<file path="src/rtl/div_ctrl_pkg.sv">
// div_ctrl_pkg: shared state encoding and constants for the divide initiator.
package div_ctrl_pkg;

    typedef enum logic [1:0] {
        IDLE  = 2'd0,
        BUSY  = 2'd1,
        DONE  = 2'd2,
        DRAIN = 2'd3
    } state_t;

    localparam int MAX_WIDTH = 64;
    localparam logic [MAX_WIDTH-1:0] DIV0_LO = '1;

endpackage

</file>
<file path="src/rtl/div_ctrl_sign_fix.sv">
// sign_fix: conditional two's-complement negate of a WIDTH-bit value (wraps).
module sign_fix #(
    parameter int WIDTH = 32
) (
    input  logic [WIDTH-1:0] mag,
    input  logic             neg,
    output logic [WIDTH-1:0] res
);

    assign res = neg ? -mag : mag;

endmodule

</file>
<file path="src/rtl/div_ctrl.sv">
// div_ctrl: EX-stage initiator for the multi-cycle divider; handles stall, sign
// correction, annul draining and local divide-by-zero resolution.
module div_ctrl
    import div_ctrl_pkg::*;
#(
    parameter int WIDTH = 32
) (
    input  logic             clk,
    input  logic             rst,
    input  logic             req,
    input  logic             signed_op,
    input  logic [WIDTH-1:0] op_a,
    input  logic [WIDTH-1:0] op_b,
    input  logic             annul,
    output logic             stall_req,
    output logic             result_valid,
    output logic [WIDTH-1:0] hi,
    output logic [WIDTH-1:0] lo,
    output logic             div_start,
    output logic [WIDTH-1:0] div_a,
    output logic [WIDTH-1:0] div_b,
    input  logic             div_done,
    input  logic [WIDTH-1:0] div_q,
    input  logic [WIDTH-1:0] div_r
);

    state_t state, state_nxt;
    logic q_neg, r_neg;
    logic [WIDTH-1:0] abs_a, abs_b, fix_q, fix_r;
    logic take, b_zero;

    assign take   = req & ~annul;
    assign b_zero = op_b == '0;

    sign_fix #(.WIDTH(WIDTH)) u_abs_a (.mag(op_a),  .neg(signed_op & op_a[WIDTH-1]), .res(abs_a));
    sign_fix #(.WIDTH(WIDTH)) u_abs_b (.mag(op_b),  .neg(signed_op & op_b[WIDTH-1]), .res(abs_b));
    sign_fix #(.WIDTH(WIDTH)) u_fix_q (.mag(div_q), .neg(q_neg),                     .res(fix_q));
    sign_fix #(.WIDTH(WIDTH)) u_fix_r (.mag(div_r), .neg(r_neg),                     .res(fix_r));

    always_comb begin
        state_nxt    = state;
        stall_req    = 1'b0;
        result_valid = 1'b0;
        case (state)
            IDLE: begin
                stall_req = rst & take;
                if (take) state_nxt = b_zero ? DONE : BUSY;
            end
            BUSY: begin
                stall_req = 1'b1;
                if (div_done) state_nxt = annul ? IDLE : DONE;
                else if (annul) state_nxt = DRAIN;
            end
            DONE: begin
                result_valid = 1'b1;
                state_nxt    = IDLE;
            end
            DRAIN: begin
                // the divider finishes once started; wait out its stale result
                stall_req = req;
                if (div_done) state_nxt = IDLE;
            end
            default: state_nxt = IDLE;
        endcase
    end

    always_ff @(posedge clk or negedge rst) begin
        if (!rst) begin
            state     <= IDLE;
            div_start <= 1'b0;
            div_a     <= '0;
            div_b     <= '0;
            q_neg     <= 1'b0;
            r_neg     <= 1'b0;
            hi        <= '0;
            lo        <= '0;
        end else begin
            state <= state_nxt;
            if (state == IDLE && take) begin
                if (b_zero) begin
                    lo <= DIV0_LO[WIDTH-1:0];
                    hi <= op_a;
                end else begin
                    div_a     <= abs_a;
                    div_b     <= abs_b;
                    q_neg     <= signed_op & (op_a[WIDTH-1] ^ op_b[WIDTH-1]);
                    r_neg     <= signed_op & op_a[WIDTH-1];
                    div_start <= 1'b1;
                end
            end
            if (state == BUSY && (div_done || annul)) div_start <= 1'b0;
            if (state == BUSY && div_done && !annul) begin
                lo <= fix_q;
                hi <= fix_r;
            end
        end
    end

endmodule

</file>
<file path="config.mk">
export PLATFORM = sky130hd
export DESIGN_NAME = div_ctrl
export DESIGN_NICKNAME = d
export VERILOG_FILES = /design/src/rtl/div_ctrl_pkg.sv /design/src/rtl/div_ctrl_sign_fix.sv /design/src/rtl/div_ctrl.sv
export SDC_FILE = /design/constraint.sdc
export NUM_CORES = 1
export LEC_CHECK = 0
export CORE_ASPECT_RATIO = 0.9
export CORE_MARGIN = 2
export CORE_UTILIZATION = 33
export DETAILED_ROUTE_END_ITERATION = 16
export GPL_TIMING_DRIVEN = 0
export SYNTH_ARGS = -nofsm -noshare
export SYNTH_HDL_FRONTEND = slang
export SYNTH_SLANG_ARGS = --single-unit
</file>
<file path="constraint.sdc">
create_clock -name clk -period 1.9 [get_ports clk]
set_input_delay 0.19 -clock clk [delete_from_list [all_inputs] [get_ports clk]]
set_output_delay 0.19 -clock clk [all_outputs]
set_load 0.02 [all_outputs]
</file>
==> results of run 1 <==
-- routing by layer --
| metal | vias to the layer above | share of wire |
|---|---|---|
| met2 | 318 | 0.47 |
| met1 | 3831 | 0.44 |
| met4 | 0 | 0.012 |
| li1 | 3645 | - |
| met5 | - | 0 |
| met3 | 26 | 0.075 |
-- area by class of cell --
| type | instances | area, um2 | area share |
|---|---|---|---|
| diodes | 2 | 5.00 | 0.000378 |
| plain buffers | 41 | 435 | 0.0329 |
| clock buffers | 21 | 460 | 0.0348 |
| clock inverters | 11 | 103 | 0.00776 |
| inverters | 23 | 86.3 | 0.00653 |
| multi-input cells | 625 | 5100 | 0.386 |
| flip-flops and latches | 133 | 3330 | 0.252 |
| well taps | 302 | 378 | 0.0286 |
| repair buffers | 316 | 3330 | 0.252 |
-- sequential cells by signal, indices dropped and copies added (netlist names) --
| signal | flops |
|---|---|
| lo | 32 |
| state | 2 |
| q_neg | 1 |
| div_start | 1 |
| div_b | 32 |
| r_neg | 1 |
| div_a | 32 |
| hi | 32 |
-- report_power, final --
group          leakage [nW]  switching (mW)  total (mW)  internal [mW]
Sequential             1.58           0.796        4.63           3.84
Combinational          3.42            3.25        6.70           3.45
Clock                 0.269            1.32        3.20           1.87
Total                  5.26            5.37        14.5           9.16
-- placed cells by master (no fill, tap or decap), drive strengths merged, types with 3 or more instances in the layout --
| master | instances |
|---|---|
| clkinvlp | 3 |
| buf | 79 |
| clkdlybuf4s50 | 233 |
| nor3 | 14 |
| a2bb2oi | 32 |
| xor2 | 87 |
| nor2 | 36 |
| inv | 24 |
| o22ai | 7 |
| mux2i | 7 |
| dfrtp | 133 |
| and3 | 3 |
| a22oi | 3 |
| and2 | 4 |
| a31oi | 8 |
| dlygate4sd2 | 17 |
| or4 | 17 |
| ha | 4 |
| o221ai | 3 |
| o221a | 9 |
| clkbuf | 47 |
| o21ai | 100 |
| nand3 | 16 |
| xnor2 | 31 |
| nand4 | 5 |
| o211ai | 4 |
| nor2b | 3 |
| o41ai | 17 |
| nor4 | 11 |
| a21oi | 26 |
| nand2b | 8 |
| or3 | 12 |
| clkinv | 6 |
| o31ai | 27 |
| nand2 | 119 |
-- through the flow --
step	hold WS, ns	utilization	instance area, um2	total power [mW]	setup TNS [ns]
2_1_floorplan	-0.106	-	7780	7.29	-45.30
3_3_place_gp	0.455	0.466	10800	10.3	-848.38
3_5_place_dp	0.239	0.467	10800	10.4	-158.27
4_1_cts	-0.211	0.552	12800	14.2	-11.04
5_1_grt	-0.195	0.571	13200	15.3	-24.89
6_report	-0.243	0.572	13200	14.5	-15.02
-- worst min path at each step --
stage	start	end	slack, ns	cells after the start
2_1_floorplan	rst	div_a[0]$_DFFE_PN0P_	-0.11	0
3_3_place_gp	div_b[31]$_DFFE_PN0P_	div_b[31]$_DFFE_PN0P_	0.45	2
3_5_place_dp	rst	hi[21]$_DFFE_PN0P_	0.24	1
4_1_cts	rst	hi[21]$_DFFE_PN0P_	-0.21	1
5_1_grt	rst	hi[21]$_DFFE_PN0P_	-0.20	1
6_report	rst	hi[21]$_DFFE_PN0P_	-0.24	1
-- repair_timing --
action,CTS,global route
setup endpoints to repair,134,131
cloned,11,4
gates resized for setup,224,131
buffers inserted,35,6
endpoints found under the hold margin,65,65
pin swaps,56,42
-- cells by family (layout without fill, tap and decap cells) --
family | Yosys count | after routing | synth area share
and+or+nand+nor | 252 | 252 | 0.158
AOI/OAI and AO/OA | 244 | 244 | 0.212
DFF | 133 | 133 | 0.432
xor gates and xnor gates | 118 | 118 | 0.134
buffers and inverters | 68 | 412 | 0.0487
muxes | 7 | 7 | 0.00910
adders and majority gates | 4 | 4 | 0.00650
other | 0 | 2 | 0
-- worst reg2reg max path, delay by kind of cell (launching register included) --
family / cells / cell delay [ns]
buffers and inverters: 2 / 0.88
XOR/XNOR: 1 / 0.33
flip-flops: 1 / 0.33
AO/OA/AOI/OAI: 1 / 0.24
multiplexers: 1 / 0.12
==> flow_metrics.py, run 1 <==
metrics = {
    "clock_tree": {
        "htree_levels": 4,
        "insertion_delay_ns": 0.42,
        "clock-sinks": 133,
        "path_clk_slew_ns": 0.06,
        "clockRootBuffer": "clkbuf_16",
        "cts_tree": "yes",
        "cts_buffers": 17,
        "clockBufferDepth": 2,
    },
    "yosys": {
        "ys_warn_count": 0,
        "synth_nets": 964,
        "synthDominantAreaCellType": "dfrtp_1",
        "synth_top_cells_by_area": "dfrtp_1 (43%), xor2_1 (9.9%), o21ai_0 (6.1%), nand2_1 (5.8%), a2bb2oi_1 (3.6%)",
        "synth_ff_type": "dfrtp_1",
        "synth-edff-count": 0,
        "synth_cell_types": 53,
        "synth_common_cells": "dfrtp_1 (133), nand2_1 (118), o21ai_0 (94)",
        "yosysMostFrequentCell": "dfrtp_1",
        "syn_avg_cell_area_um2": 9.32,
        "ys_ff_latch": 133,
        "ys_seq_area_frac": 0.432,
        "synth_cells": 826,
        "syn_area_um2": 7700,
        "async_reset_ff_frac": 1.00,
        "post-synth-top-area-fraction": 0.432,
    },
    "setup_path": {
        "crit_type": "in2reg",
        "rr_worst_depth": 5,
        "cp_data_required_time_ns": 2.25,
        "r2r_start": "r_neg$_DFFE_PN0P_",
        "worstPathCellList": "buf_8 > or4_4 > or4_4 > nor4_4 > buf_6 > a21o_1 > buf_6 > buf_12 > buf_8 > buf_6 > nand2_2 > o21ai_1",
        "rrSetupSlack_ns": -0.12,
        "crit_buf_inv": 6,
        "cpMostUsedCell": "buf_6",
        "startpoint_type": "input port",
        "cp-end-kind": "flip-flop",
        "cp_top_family": "simple AND/OR/NAND/NOR gates",
        "cp_data_arrival_time_ns": 2.44,
        "slowest_stage": "or4_4",
        "cp.depth": 12,
        "endpoint": "div_a[21]$_DFFE_PN0P_",
        "worstSetupStartpoint": "op_b[19]",
        "slowest_delay_ns": 0.53,
        "critPathMaxFanout": 8,
        "rr_endpoint": "hi[21]$_DFFE_PN0P_",
    },
    "route": {
        "routed_wl_mm": 29.2,
        "wl_per_cell_um": 19.8,
        "drt-initial-drc-count": 605,
        "first_pass_iters": 5,
        "via_count": 7820,
        "drc": 0,
        "ant_nets": 0,
        "via_per_inst": 5.31,
    },
    "placed_design": {
        "hpwl_mm": 20.4,
        "gp_congestion": 0.904,
        "dp_slack_ns": -1.33,
        "dp_cells": 1392,
        "port_buffers": 263,
    },
    "sta": {
        "finalCriticalPeriod_ns": 2.10,
        "worst_slew_pin_slew_ns": 1.01,
        "finClkSkew_ns": 0.0135,
        "drv_slew": 0,
        "setup_viol": 130,
        "max_freq_mhz": 476,
        "rsz0062_at_grt": "yes",
        "period_share": 1.10,
        "timing.final.hold_violations": 65,
        "maxSlewHeadroom": 0.329,
        "whs_ns": -0.243,
        "fin_ws_ns": -0.199,
    },
    "global_routing": {
        "gr-usage-all-layers": 0.232,
        "antenna_found_initial": 2,
        "grt_max_degree": 69,
        "gr-usage-met1": 0.316,
        "grt_pass1_wl_mm": 43.7,
        "grt_pass1_vias": 7792,
        "use_met2": 0.376,
        "use_met3": 0.0534,
        "busiest_layer": "met2",
        "overflow": 0,
    },
    "power": {
        "peakVddDrop_mv": 0.571,
        "power_leakage_nw": 5.26,
        "power_density_nw_per_um2": 1100,
    },
    "outcome": {
        "status": "finished, violations left",
        "violations": "negative hold slack, negative setup slack",
    },
    "final_layout": {
        "layoutNonFillerInstCount": 1474,
        "nets": 1295,
        "fill_cells": 1996,
        "area_growth_pct": 71.7,
        "drive_above_1_share": 0.284,
    },
    "job": {
        "drv_cap": 0,
    },
    "die": {
        "coreArea_um2": 23100,
        "dieArea_um2": 24600,
        "fp.dieW_um": 165,
        "initial_core_util": 0.333,
        "row_count": 53,
        "die_y_um": 149,
        "ios": 265,
    },
    "min_path": {
        "hold_path.class": "in2async",
    },
}
(Power assumes the default switching activity.)
==> run 2: changes to the inputs <==
CTS_CLUSTER_SIZE = 14   (was not set)
==> results of run 2 <==
No change in the layout: final DEF, timing and power equal those of run 1.
